$ cat src/rtl/ssd_scan.sv
// Four-digit multiplexed seven-segment scanner with per-slot blanking,
// frame-synchronous display update and optional leading-zero suppression.
module ssd_scan #(
  parameter int unsigned SCAN_DIV  = 100000,
  parameter int unsigned BLANK_CYC = 1000,
  parameter bit          LZ_BLANK  = 1'b1
) (
  input  logic        clk,
  input  logic        rst_n,
  input  logic        load,
  input  logic [15:0] digits,
  input  logic [3:0]  dp,
  output logic [3:0]  position,
  output logic [7:0]  pattern,
  output logic        frame_done
);

  localparam int unsigned     CntW     = (SCAN_DIV > 1) ? $clog2(SCAN_DIV) : 1;
  localparam logic [CntW-1:0] CntMax   = CntW'(SCAN_DIV - 1);
  localparam logic [CntW-1:0] BlankEnd = CntW'(BLANK_CYC);

  typedef enum logic [0:0] {StBlank, StShow} state_e;

  state_e          state_q, state_d;
  logic [CntW-1:0] cnt_q, cnt_d;
  logic [1:0]      index_q, index_d;
  logic [15:0]     act_dig_q, act_dig_d;
  logic [3:0]      act_dp_q, act_dp_d;
  logic [15:0]     pend_dig_q, pend_dig_d;
  logic [3:0]      pend_dp_q, pend_dp_d;
  logic            pend_valid_q, pend_valid_d;
  logic [3:0]      position_q, position_d;
  logic [7:0]      pattern_q, pattern_d;
  logic            frame_done_q, frame_done_d;

  logic            slot_end;
  logic            boundary;
  logic [3:0]      nibble;
  logic            zero_lead;
  logic            suppress;

  // Active-low segments a..g, MSB = a.
  function automatic logic [6:0] hex7seg(input logic [3:0] h);
    logic [6:0] seg;
    unique case (h)
      4'h0: seg = 7'b0000001;
      4'h1: seg = 7'b1001111;
      4'h2: seg = 7'b0010010;
      4'h3: seg = 7'b0000110;
      4'h4: seg = 7'b1001100;
      4'h5: seg = 7'b0100100;
      4'h6: seg = 7'b0100000;
      4'h7: seg = 7'b0001111;
      4'h8: seg = 7'b0000000;
      4'h9: seg = 7'b0000100;
      4'hA: seg = 7'b0001000;
      4'hB: seg = 7'b1100000;
      4'hC: seg = 7'b0110001;
      4'hD: seg = 7'b1000010;
      4'hE: seg = 7'b0110000;
      4'hF: seg = 7'b0111000;
      default: seg = 7'b1111111;
    endcase
    return seg;
  endfunction

  always_comb begin
    slot_end = (cnt_q == CntMax);
    boundary = slot_end && (index_q == 2'd3);

    cnt_d   = slot_end ? '0 : cnt_q + CntW'(1);
    index_d = slot_end ? index_q + 2'd1 : index_q;

    state_d = state_q;
    unique case (state_q)
      StBlank: if (cnt_d == BlankEnd) state_d = StShow;
      StShow:  if (slot_end) state_d = StBlank;
      default: state_d = StBlank;
    endcase

    act_dig_d    = act_dig_q;
    act_dp_d     = act_dp_q;
    pend_dig_d   = pend_dig_q;
    pend_dp_d    = pend_dp_q;
    pend_valid_d = pend_valid_q;
    if (boundary && pend_valid_q) begin
      act_dig_d    = pend_dig_q;
      act_dp_d     = pend_dp_q;
      pend_valid_d = 1'b0;
    end
    // A load on the boundary edge still lands in pending after the old value moves out.
    if (load) begin
      pend_dig_d   = digits;
      pend_dp_d    = dp;
      pend_valid_d = 1'b1;
    end

    // Outputs are registered from next-state values so they line up with the slot counter.
    nibble    = 4'h0;
    zero_lead = 1'b0;
    unique case (index_d)
      2'd0: begin nibble = act_dig_d[3:0];   zero_lead = 1'b0;                  end
      2'd1: begin nibble = act_dig_d[7:4];   zero_lead = (act_dig_d[15:4] == '0); end
      2'd2: begin nibble = act_dig_d[11:8];  zero_lead = (act_dig_d[15:8] == '0); end
      2'd3: begin nibble = act_dig_d[15:12]; zero_lead = (act_dig_d[15:12] == '0); end
      default: begin nibble = 4'h0; zero_lead = 1'b0; end
    endcase
    suppress = LZ_BLANK && zero_lead;

    position_d = 4'hF;
    pattern_d  = 8'hFF;
    if (state_d == StShow) begin
      position_d = ~(4'b0001 << index_d);
      pattern_d  = {(suppress ? 7'h7F : hex7seg(nibble)), ~act_dp_d[index_d]};
    end

    frame_done_d = (cnt_d == CntMax) && (index_d == 2'd3);
  end

  always_ff @(posedge clk) begin
    if (!rst_n) begin
      state_q      <= StBlank;
      cnt_q        <= '0;
      index_q      <= 2'd0;
      act_dig_q    <= '0;
      act_dp_q     <= '0;
      pend_dig_q   <= '0;
      pend_dp_q    <= '0;
      pend_valid_q <= 1'b0;
      position_q   <= 4'hF;
      pattern_q    <= 8'hFF;
      frame_done_q <= 1'b0;
    end else begin
      state_q      <= state_d;
      cnt_q        <= cnt_d;
      index_q      <= index_d;
      act_dig_q    <= act_dig_d;
      act_dp_q     <= act_dp_d;
      pend_dig_q   <= pend_dig_d;
      pend_dp_q    <= pend_dp_d;
      pend_valid_q <= pend_valid_d;
      position_q   <= position_d;
      pattern_q    <= pattern_d;
      frame_done_q <= frame_done_d;
    end
  end

  assign position   = position_q;
  assign pattern    = pattern_q;
  assign frame_done = frame_done_q;

endmodule

$ cat config.mk
export PLATFORM = sky130hd
export DESIGN_NAME = ssd_scan
export DESIGN_NICKNAME = d
export VERILOG_FILES = /design/src/rtl/ssd_scan.sv
export SDC_FILE = /design/constraint.sdc
export NUM_CORES = 1
export LEC_CHECK = 0
export ABC_CLOCK_PERIOD_IN_PS = 5500
export CAP_MARGIN = 20
export CORE_UTILIZATION = 50
export DETAILED_ROUTE_END_ITERATION = 10
export GPL_TIMING_DRIVEN = 0
export PLACE_DENSITY_LB_ADDON = 0.2
export SYNTH_ARGS = -nofsm -noshare
export SYNTH_HDL_FRONTEND = slang
export SYNTH_SLANG_ARGS = --single-unit
$ cat constraint.sdc
create_clock -name clk -period 5.5 [get_ports clk]
set_input_delay 1.65 -clock clk [delete_from_list [all_inputs] [get_ports clk]]
set_output_delay 1.65 -clock clk [all_outputs]
set_load 0.1 [all_outputs]
## Word level (Yosys, flattened, before mapping)

Memory sizes are Yosys's and may differ from the RTL's. A register that Yosys moved wholly into a read port is not among the register bits.
Cells that the tools add are included.

| storage, ports and cells | value |
|---|---|
| bits in registers | 67 |
| bits in latches | 0 |
| bits in writable memories | 0 |
| ROM bits | 112 |
| input port bits | 23 |
| output and inout port bits | 13 |
| logic and storage cells | 51 |
| memories kept | 1 |

Memory list:

| memory | words | width | rd ports | clocked after memory_dff | wr ports | line | source |
|---|---|---|---|---|---|---|---|
| (name not given) | 16 | 7 | 1 | 1 | 0 | 45 | `unique case (h)` |

| operators by class | value |
|---|---|
| add/sub/neg operators | 2 |
| multipliers | 0 |
| divide/modulo/power cells | 0 |
| $lt $le $gt $ge | 1 |
| equal/unequal tests | 7 |
| shifts and indexed selects | 1 |
| mux-type cells | 13 |
| bitwise gates (word level) | 5 |
| reductions and logical operators | 10 |

Operators by type and width:

| kind | count |
|---|---|
| 17-bit == test, second input constant | 2 |
| 17-bit by 1-bit adder with 17-bit output, second input constant | 1 |
| 17-bit by 10-bit == test with 1-bit output, second input constant | 1 |
| 17-bit 2-to-1 mux | 1 |
| 16-bit 2-to-1 mux | 1 |
| 4-bit case mux with 4 select lines | 1 |
| 12-bit zero test | 1 |
| 8-bit zero test | 1 |
| 2-bit == test, second input constant | 3 |
| 1-bit 2-to-1 mux | 5 |
| 4-bit zero test | 1 |
| 4-bit 2-to-1 mux | 1 |
| 1-bit inverter | 4 |
| 4-bit inverter | 1 |
| 1-bit case mux with 4 select lines | 1 |
| 1-bit by 2-bit left shift with 4-bit output, first input constant | 1 |
| 1-bit logical AND | 3 |
| 2-bit by 3-bit less-than comparator with 1-bit output, second input constant | 1 |
| 3-bit OR reduction | 1 |
| 2-bit by 1-bit adder with 2-bit output, second input constant | 1 |
| 1-bit binary-select mux with 2-bit select | 1 |
| 2-bit by 1-bit == test with 1-bit output, second input constant | 1 |
| 2-bit zero test | 1 |
| 2-bit 2-to-1 mux | 1 |
| 3 further kinds | 3 |

## Depth between registers and ports, before layout

Gate-level depths: netlist (run 1).

| logic depth | value |
|---|---|
| depth after elaboration | 7 |
| depth in mapped cells | 13 |
| depth with buffers taken out | 12 |

## Worst setup path after synthesis (run 1)

OpenSTA, ideal clock, no wires.

| path | value |
|---|---|
| path kind | register -> register |
| from | reg cnt_q[0] |
| to | reg pattern_q[4], in the netlist pattern[4] |
| setup time | 0.114 ns |
| arrival time | 3.138 ns |
| required time | 5.386 ns |
| setup slack | 2.247 ns |
| cell stages (with the launch flop) | 13 |
| buffers on the path | 0 |
| period minus slack after synthesis | 3.253 ns |
| cells stage by stage | dfxtp_1 -> ha_1 -> nand4_4 -> or4b_4 -> o21ai_2 -> nand2_1 -> mux4_2 -> a21oi_2 -> inv_1 -> ha_1 -> a21bo_2 -> o211ai_1 -> a21bo_1 |

| on the way | value |
|---|---|
| word-level cells in the longest chain between the ends | 7 |
| elaborated cells between the ends (all ways) | 22 |
| those cells by class | 1 x add/sub; 5 x eq/ne; 8 x mux; 1 x bitwise; 7 x reduce/logical |

RTL lines:

| item | line | source |
|---|---|---|
| start, declared | 25 | `logic [CntW-1:0] cnt_q, cnt_d;` |
| start signal, assigned | 135 | `cnt_q <= cnt_d;` |
| 17-bit by 1-bit adder with 17-bit output / 17-bit == test (equally long branches) | 71, 68 |  |
| 17-bit 2-to-1 mux / 1-bit logical AND (equally long branches) | 71, 69 |  |
| 17-bit by 10-bit == test with 1-bit output / 1-bit logical AND (equally long branches) | 76, 86 |  |
| 1-bit 2-to-1 mux / 16-bit 2-to-1 mux (equally long branches) | 76, 86 |  |
| 1-bit case mux with 2 select lines (tied with other cells) | 75 | `unique case (state_q)` |
| 1-bit inverter (no source line) / 1-bit case mux with 4 select lines (equally long branches) | - |  |
| 3-bit OR reduction (no source line) | - |  |
| end, declared | 33 | `logic [7:0] pattern_q, pattern_d;` |

Several ways; a longest one is shown, not always the timed one.
A chain may end at the register's enable or synchronous reset.

## Worst setup path in the final report (run 1)

| path | value |
|---|---|
| from | in rst_n |
| to | reg pattern_q[4], in the netlist pattern[4] |

| on the way | value |
|---|---|
| word-level cells in the longest chain between the ends | 2 |

RTL lines:

| item | line | source |
|---|---|---|
| start, declared | 9 | `input logic rst_n,` |
| 1-bit inverter (no source line) | - |  |
| 3-bit OR reduction (no source line) | - |  |

Every way passes these cells.

==> results of run 1 <==
registers in the layout (all words and copies together) (netlist names):
signal,cells
pend_dp_q,4
pend_dig_q,16
act_dig_q,16
cnt_q,17
pattern,8
state_q,1
frame_done,1
position,4
pend_valid_q,1
act_dp_q,4
index_q,2
cells by family (layout without fill, tap and decap cells):
family,after synthesis,after routing,share of synthesized area [%]
xor+xnor,19,19,4.20
compound gates,78,78,15.6
buf+inv,39,89,4.33
fa+ha+maj,6,6,1.90
simple gates,187,187,26.5
flops,74,74,37.4
mux,37,37,10.1
cells in the final DEF (no fill, tap or decap), types with 4 or more instances in the layout:
| master | instances |
|---|---|
| clkdlybuf4s50_1 | 34 |
| nand2_1 | 56 |
| dfxtp_1 | 74 |
| ha_1 | 6 |
| o211ai_1 | 5 |
| a311oi_1 | 5 |
| a21boi_0 | 15 |
| xnor2_1 | 8 |
| nor3_1 | 18 |
| mux2i_1 | 32 |
| nor4_1 | 5 |
| inv_1 | 7 |
| and4_1 | 4 |
| and2_1 | 10 |
| clkbuf_8 | 9 |
| o221ai_1 | 4 |
| xor2_1 | 11 |
| nand4_1 | 5 |
| a211oi_1 | 6 |
| o211a_1 | 4 |
| buf_4 | 6 |
| buf_1 | 4 |
| o21ai_0 | 7 |
| clkbuf_1 | 21 |
| nor2_1 | 22 |
| nand3_1 | 13 |
| nor2b_1 | 27 |
| nor4b_1 | 4 |
worst min-delay path: stages, from the launching register on:
cell and delay [ns]:
dfxtp_1 0.33, nand2_1 0.06, a21boi_0 0.07
layer usage:
| metal | vias to the layer above | track usage (%) | part of all wire (%) |
|---|---|---|---|
| met5 | - | 0 | 0 |
| met4 | 0 | 10.8 | 2.7 |
| met3 | 22 | 3.77 | 4.8 |
| met2 | 117 | 36.9 | 45 |
| met1 | 1556 | 32.0 | 48 |
| li1 | 1679 | - | - |
power by group through the flow:
stage	Combinational, mW	Clock, mW	Sequential [mW]
after floorplan	0.0359	0	0.565
after global placement	0.0573	0	0.570
after detailed placement	0.0589	0	0.570
after CTS	0.0592	0.521	0.557
after global routing	0.0648	0.545	0.559
final	0.0587	0.511	0.558
how the worst min path moves through the flow:
stage                                  from                 endpoint  slack, ns
floorplan               cnt_q[0]$_SDFF_PN0_      cnt_q[0]$_SDFF_PN0_       0.45
global placement        cnt_q[0]$_SDFF_PN0_      cnt_q[0]$_SDFF_PN0_       0.48
detailed placement  act_dig_q[3]$_SDFF_PN0_  act_dig_q[3]$_SDFF_PN0_       0.49
CTS                 act_dig_q[3]$_SDFF_PN0_  act_dig_q[3]$_SDFF_PN0_       0.50
global route        act_dig_q[8]$_SDFF_PN0_  act_dig_q[8]$_SDFF_PN0_       0.54
finish              act_dig_q[7]$_SDFF_PN0_  act_dig_q[7]$_SDFF_PN0_       0.50
per-stage QoR:
step | setup WS, ns | hold WS (ns) | cell area, µm² | instances
2_1_floorplan | 2.25 | 0.448 | 3960 | 440
5_1_grt | 1.51 | 0.540 | 4670 | 592
3_5_place_dp | 1.35 | 0.485 | 4430 | 576
3_3_place_gp | 1.37 | 0.476 | 4430 | 576
6_report | 1.68 | 0.497 | 4670 | 592
4_1_cts | 1.69 | 0.495 | 4670 | 592
final cells by class:
cell class / count / area, µm² / area share, %
clock inverter: 6 / 115 / 2.46
buffer: 32 / 145 / 3.11
tap: 102 / 128 / 2.73
sequential: 74 / 1480 / 31.7
timing repair buffer: 34 / 340 / 7.28
inverter: 7 / 26.3 / 0.562
clock buffer: 10 / 128 / 2.73
multi-input combinational: 327 / 2310 / 49.4
==> summary.txt, run 1 <==
clock-pin slew on the worst setup and hold paths = 0.08 ns
Critical Path Start = rst_n
I/O pin total = 36
Fin Clk Skew = 0.0113 ns
sw power = 0.245 mW
Comb power frac = 5.2%
worst vdd ir = 198 µV
CP bufs+invs = 1
# rows = 32
Max-Cap Viols = 0
drt initial violations = 188
CORE AREA = 7690 µm²
drt pass-1 iters = 5
syn avg cell area = 9.00 µm²
Post-Syn Area = 3960 µm²
CTS Hold Bufs = 0
flop2flop setup slack = 1.78 ns
CP max-delay cell = clkdlybuf4s50_1
detailed-placement wirelength estimate = 6880 µm
CP max FO = 7
Worst setup EP type = register
final setup fails = 0
Fin Setup TNS = 0 ns
Crit path required time = 5.75 ns
top cell type by total area after synthesis = dfxtp_1
vias in the first global route = 3156
Layout Nets = 514
Die W = 91.0 µm
Antenna Cells = 0
Fin. Hold Viols = 0
DRT Wirelength = 9140 µm
Slew @ Worst Pin = 0.960 ns
Crit Path Category = in -> reg
remaining antenna violation count = 0
Area Growth Syn to Fin = 17.9%
cell count along the critical path = 7
Post-synth top cells = 74 x dfxtp_1, 56 x nand2_1, 32 x mux2i_1, 27 x nor2b_1, 22 x nor2_1
hold depth = 2
crit-path leading delay family = compound AO/OA/AOI/OAI gates
filler instances = 727
r2r startpoint = cnt_q[0]$_SDFF_PN0_
post-synthesis async set-or-reset flop share = 0%
P_leak = 1.75 nW
Clock Latency Late Sink = 0.36 ns
critical path data arrival time = 4.07 ns
via count = 3374
top cell type's share of synthesized area = 37.4%
worst r2r dst = pattern[4]$_SDFF_PP1_
GRT Total Usage = 23.6%
Pwr Density = 241 nW/µm²
Synth Net Count = 469
CTS buffer count = 9
Distinct cells, synth = 66
Pins Over Slew Limit = 0
status = completed
hold crit path type = reg -> reg
pin count of the biggest net entering global routing = 14
routed length per instance = 15.4 µm
Initial Util = 51.5%
Sink Count = 74
H-Tree Depth = 3
crit path time final = 3.82 ns
register area share after synthesis = 37.4%
first-pass GRT wire length = 15500 µm
worst-path cell chain = clkdlybuf4s50_1 > o21ai_1 > nor2_2 > or4b_4 > o31ai_4 > a21boi_4 > a21bo_1
share of layout cells above drive strength 1 = 10.2%
sequential share of power = 49.4%
CTS tree = built
antenna violations before repair = 0
Startpoint Class = primary input
count leader, synth = dfxtp_1
max frequency = 262 MHz
Setup Fix Bufs, Post-CTS = 0
gpl congestion = 0.902
Slew headroom = 35.8%
slowest stage delay, CP = 0.55 ns
Vias/cell = 5.70
r2r worst-path depth = 12
ys flop type = dfxtp_1
DRC = 0
IO buf count = 34
die area = 8280 µm²
total congestion overflow = 0
Final Power = 1.13 mW
warnings from Yosys = 0
main area contributors after synthesis = dfxtp_1 37%, mux2i_1 8.1%, nand2_1 5.3%
clock network power share = 45.3%
RSZ-0062 raised after global routing = no
Net Sw Frac = 21.8%
Cell Int Power = 0.882 mW
end point of the critical path = pattern[4]$_SDFF_PP1_
synthesis-stage register bit count = 74
clock root buffer master = clkbuf_8
fin util = 60.8%
period utilization = 69.4%
Vert. Die Dim = 91.0 µm
Bufs on Longest Clock Path = 2
Syn Inst Count = 440
Post-synth EDFFs = 0
post-cts gate resize count = 0
Power figures use the tool's default switching activity.
==> run 2, diff against run 1 <==
--- a/config.mk
+++ b/config.mk
@@ -5,7 +5,7 @@
 export SDC_FILE = /design/constraint.sdc
 export NUM_CORES = 1
 export LEC_CHECK = 0
-export ABC_CLOCK_PERIOD_IN_PS = 5500
+export ABC_CLOCK_PERIOD_IN_PS = 3700
 export CAP_MARGIN = 20
 export CORE_UTILIZATION = 50
 export DETAILED_ROUTE_END_ITERATION = 10
==> constraint.sdc (replaced) <==
create_clock -name clk -period 3.7 [get_ports clk]
set_input_delay 1.11 -clock clk [delete_from_list [all_inputs] [get_ports clk]]
set_output_delay 1.11 -clock clk [all_outputs]
set_load 0.1 [all_outputs]
==> run 2 against run 1 <==
Flip-flop and latch count unchanged. Via count grew 0.30%. Worst hold slack improved by 0.0018 ns. Setup slack lost 1.4 ns. Die area is the same. Non-clock buffer count fell by 1. Clock skew is 0.0019 ns higher. Clock-buffer cell count did not move. Combinational power grew 51%. Global-route usage about the same. Sequential share of layout area decreased by 0.17 points. Critical path type is now reg -> reg. Largest power group unchanged.
==> summary.txt, run 2 (synthesis results as in run 1) <==
status = completed (unchanged)
Fin Clk Skew = 0.0132 ns (was 0.0113 ns)
gpl congestion = 0.902 (unchanged)
clock root buffer master = clkbuf_8 (unchanged)
Slew headroom = 35.8% (unchanged)
CTS tree = built (unchanged)
worst setup margin = 0.256 ns (was 1.68 ns)
routed length per instance = 15.6 µm (was 15.4 µm)
Worst setup EP type = register (unchanged)
die area = 8280 µm² (unchanged)
CTS Hold Bufs = 0 (unchanged)
remaining antenna violation count = 0 (unchanged)
RSZ-0062 raised after global routing = no (unchanged)
hold crit path type = reg -> reg (unchanged)
Crit Path Category = reg -> reg (was in -> reg)
# rows = 32 (unchanged)
worst slack, placed = 0.0198 ns (was 1.35 ns)
drt initial violations = 199 (was 188)
commonest cells after routing, fill and taps aside = 73 x dfxtp_1, 55 x nand2_1, 34 x clkdlybuf4s50_1 (was 74 x dfxtp_1, 56 x nand2_1, 34 x clkdlybuf4s50_1)
antenna violations before repair = 0 (unchanged)
biggest regs = cnt_q x17, act_dig_q x16, pend_dig_q x16 (unchanged)
Layout Nets = 513 (was 514)
max FFs per register = 17 (unchanged)
clock-pin slew on the worst setup and hold paths = 0.08 ns (about the same)
Bufs on Longest Clock Path = 2 (unchanged)
Vias/cell = 5.73 (was 5.70)
Biggest register = cnt_q (unchanged)
pin count of the biggest net entering global routing = 14 (unchanged)
via count = 3384 (was 3374)
fin cells = 591 (was 592)
crit path time final = 3.44 ns
Max-Cap Viols = 0 (unchanged)
max frequency = 290 MHz
detailed-placement wirelength estimate = 6880 µm (unchanged)
Fin. Hold Viols = 0 (unchanged)
share of layout cells above drive strength 1 = 10.8% (was 10.2%)
Startpoint Class = register (was primary input)
CORE AREA = 7690 µm² (unchanged)
Die W = 91.0 µm (unchanged)
H-Tree Depth = 3 (unchanged)
IO buf count = 34 (unchanged)
Clock Latency Late Sink = 0.36 ns (about the same)
Post-Place Cells = 576 (unchanged)
Crit path required time = 3.95 ns (was 5.75 ns)
Pwr Density = 358 nW/µm² (was 241 nW/µm²)
critical path data arrival time = 3.70 ns (was 4.07 ns)
CP max FO = 9 (was 7)
drt pass-1 iters = 5 (unchanged)
Sink Count = 74 (unchanged)
I/O pin total = 36 (unchanged)
period utilization = 93.1%
DRT Wirelength = 9200 µm (was 9140 µm)
Vert. Die Dim = 91.0 µm (unchanged)
vias in the first global route = 3156 (unchanged)
Fin Setup TNS = 0 ns (unchanged)
final setup fails = 0 (unchanged)
Pins Over Slew Limit = 0 (unchanged)
CTS buffer count = 9 (unchanged)
first-pass GRT wire length = 15500 µm (about the same)
worst-path cell chain = ha_4 > nand4_4 > or4b_4 > o21ai_2 > nand2_2 > mux4_2 > a21oi_2 > inv_1 > ha_1 > a21bo_2 > o211ai_1 > a21bo_1 (was clkdlybuf4s50_1 > o21ai_1 > nor2_2 > or4b_4 > o31ai_4 > a21boi_4 > a21bo_1)
DRC = 0 (unchanged)
CP max-delay cell = or4b_4 (was clkdlybuf4s50_1)
Initial Util = 51.5% (unchanged)
most common cell after layout, fill and taps aside = dfxtp_1 (unchanged)
Antenna Cells = 0 (unchanged)
worst vdd ir = 293 µV (was 198 µV)
slowest stage delay, CP = 0.59 ns (was 0.55 ns)
GRT Total Usage = 23.6% (about the same)
total congestion overflow = 0 (unchanged)
Area Growth Syn to Fin = 18.7% (was 17.9%)
Slew @ Worst Pin = 0.960 ns (about the same)
P_leak = 1.76 nW (was 1.75 nW)
[run 2: changes by cell type in the layout (fill, tap and decap cells not counted), sizes merged]
cell,delta
clkbuf,-1
[run 2: final timing paths]
| check | startpoint | endpoint | slack, ns | cells after the start |
|---|---|---|---|---|
| min | pend_dig_q[1]$_SDFFE_PN0P_ | act_dig_q[1]$_SDFF_PN0_ | 0.50 | 2 |
| max | cnt_q[1]$_SDFF_PN0_ | pattern[4]$_SDFF_PP1_ | 0.26 | 12 |
| max reg2reg | cnt_q[1]$_SDFF_PN0_ | pattern[4]$_SDFF_PP1_ | 0.26 | 12 |
| min reg2reg | pend_dig_q[1]$_SDFFE_PN0P_ | act_dig_q[1]$_SDFF_PN0_ | 0.50 | 2 |
[run 2: area by class of cell]
class | count | area, µm²
inverter | 7 | 26.3
clock buffer | 10 | 128
sequential | 74 | 1480
tap | 102 | 128
clock inverter | 6 | 115
fill | 728 | 2990
multi-input combinational | 327 | 2340
buffer | 31 | 141
timing repair buffer | 34 | 340
[run 2: per-stage QoR]
stage / total power, mW / utilization [%] / hold WS, ns / instance area, µm²
2_1_floorplan: 0.894 / - / 0.448 / 3960
3_3_place_gp: 0.932 / 57.6 / 0.476 / 4430
3_5_place_dp: 0.935 / 57.6 / 0.485 / 4430
4_1_cts: 1.69 / 60.8 / 0.495 / 4670
5_1_grt: 1.74 / 61.1 / 0.530 / 4700
6_report: 1.68 / 61.1 / 0.499 / 4700
[run 2: worst max-delay path: cells and delay by family (launching register included)]
family	cells	cell delay [ns]
adder cells (fa/ha/maj)	2	0.44
AND/OR/NAND/NOR	3	0.97
AO/OA/AOI/OAI	5	0.94
buffers and inverters	1	0.11
flip-flops	1	0.41
multiplexers	1	0.47
[run 2: layer usage]
metal / part of all wire, % / track usage, % / up-vias
met5: 0 / 0 / -
met1: 47 / 32.1 / 1565
met2: 44 / 36.9 / 123
met3: 5.6 / 3.77 / 21
li1: - / - / 1675
met4: 2.8 / 10.8 / 0
[run 2: report_power, final]
part	switching, mW	internal (mW)	leakage (nW)	total [mW]
Clock	0.312	0.450	0.117	0.762
Sequential	0.0179	0.812	0.602	0.830
Combinational	0.0383	0.0506	1.04	0.0889
[run 2: what timing repair did]
action                                  CTS  global route
resized for setup                         1             5
setup buffers                             0             0
endpoints found under the setup margin    1             4
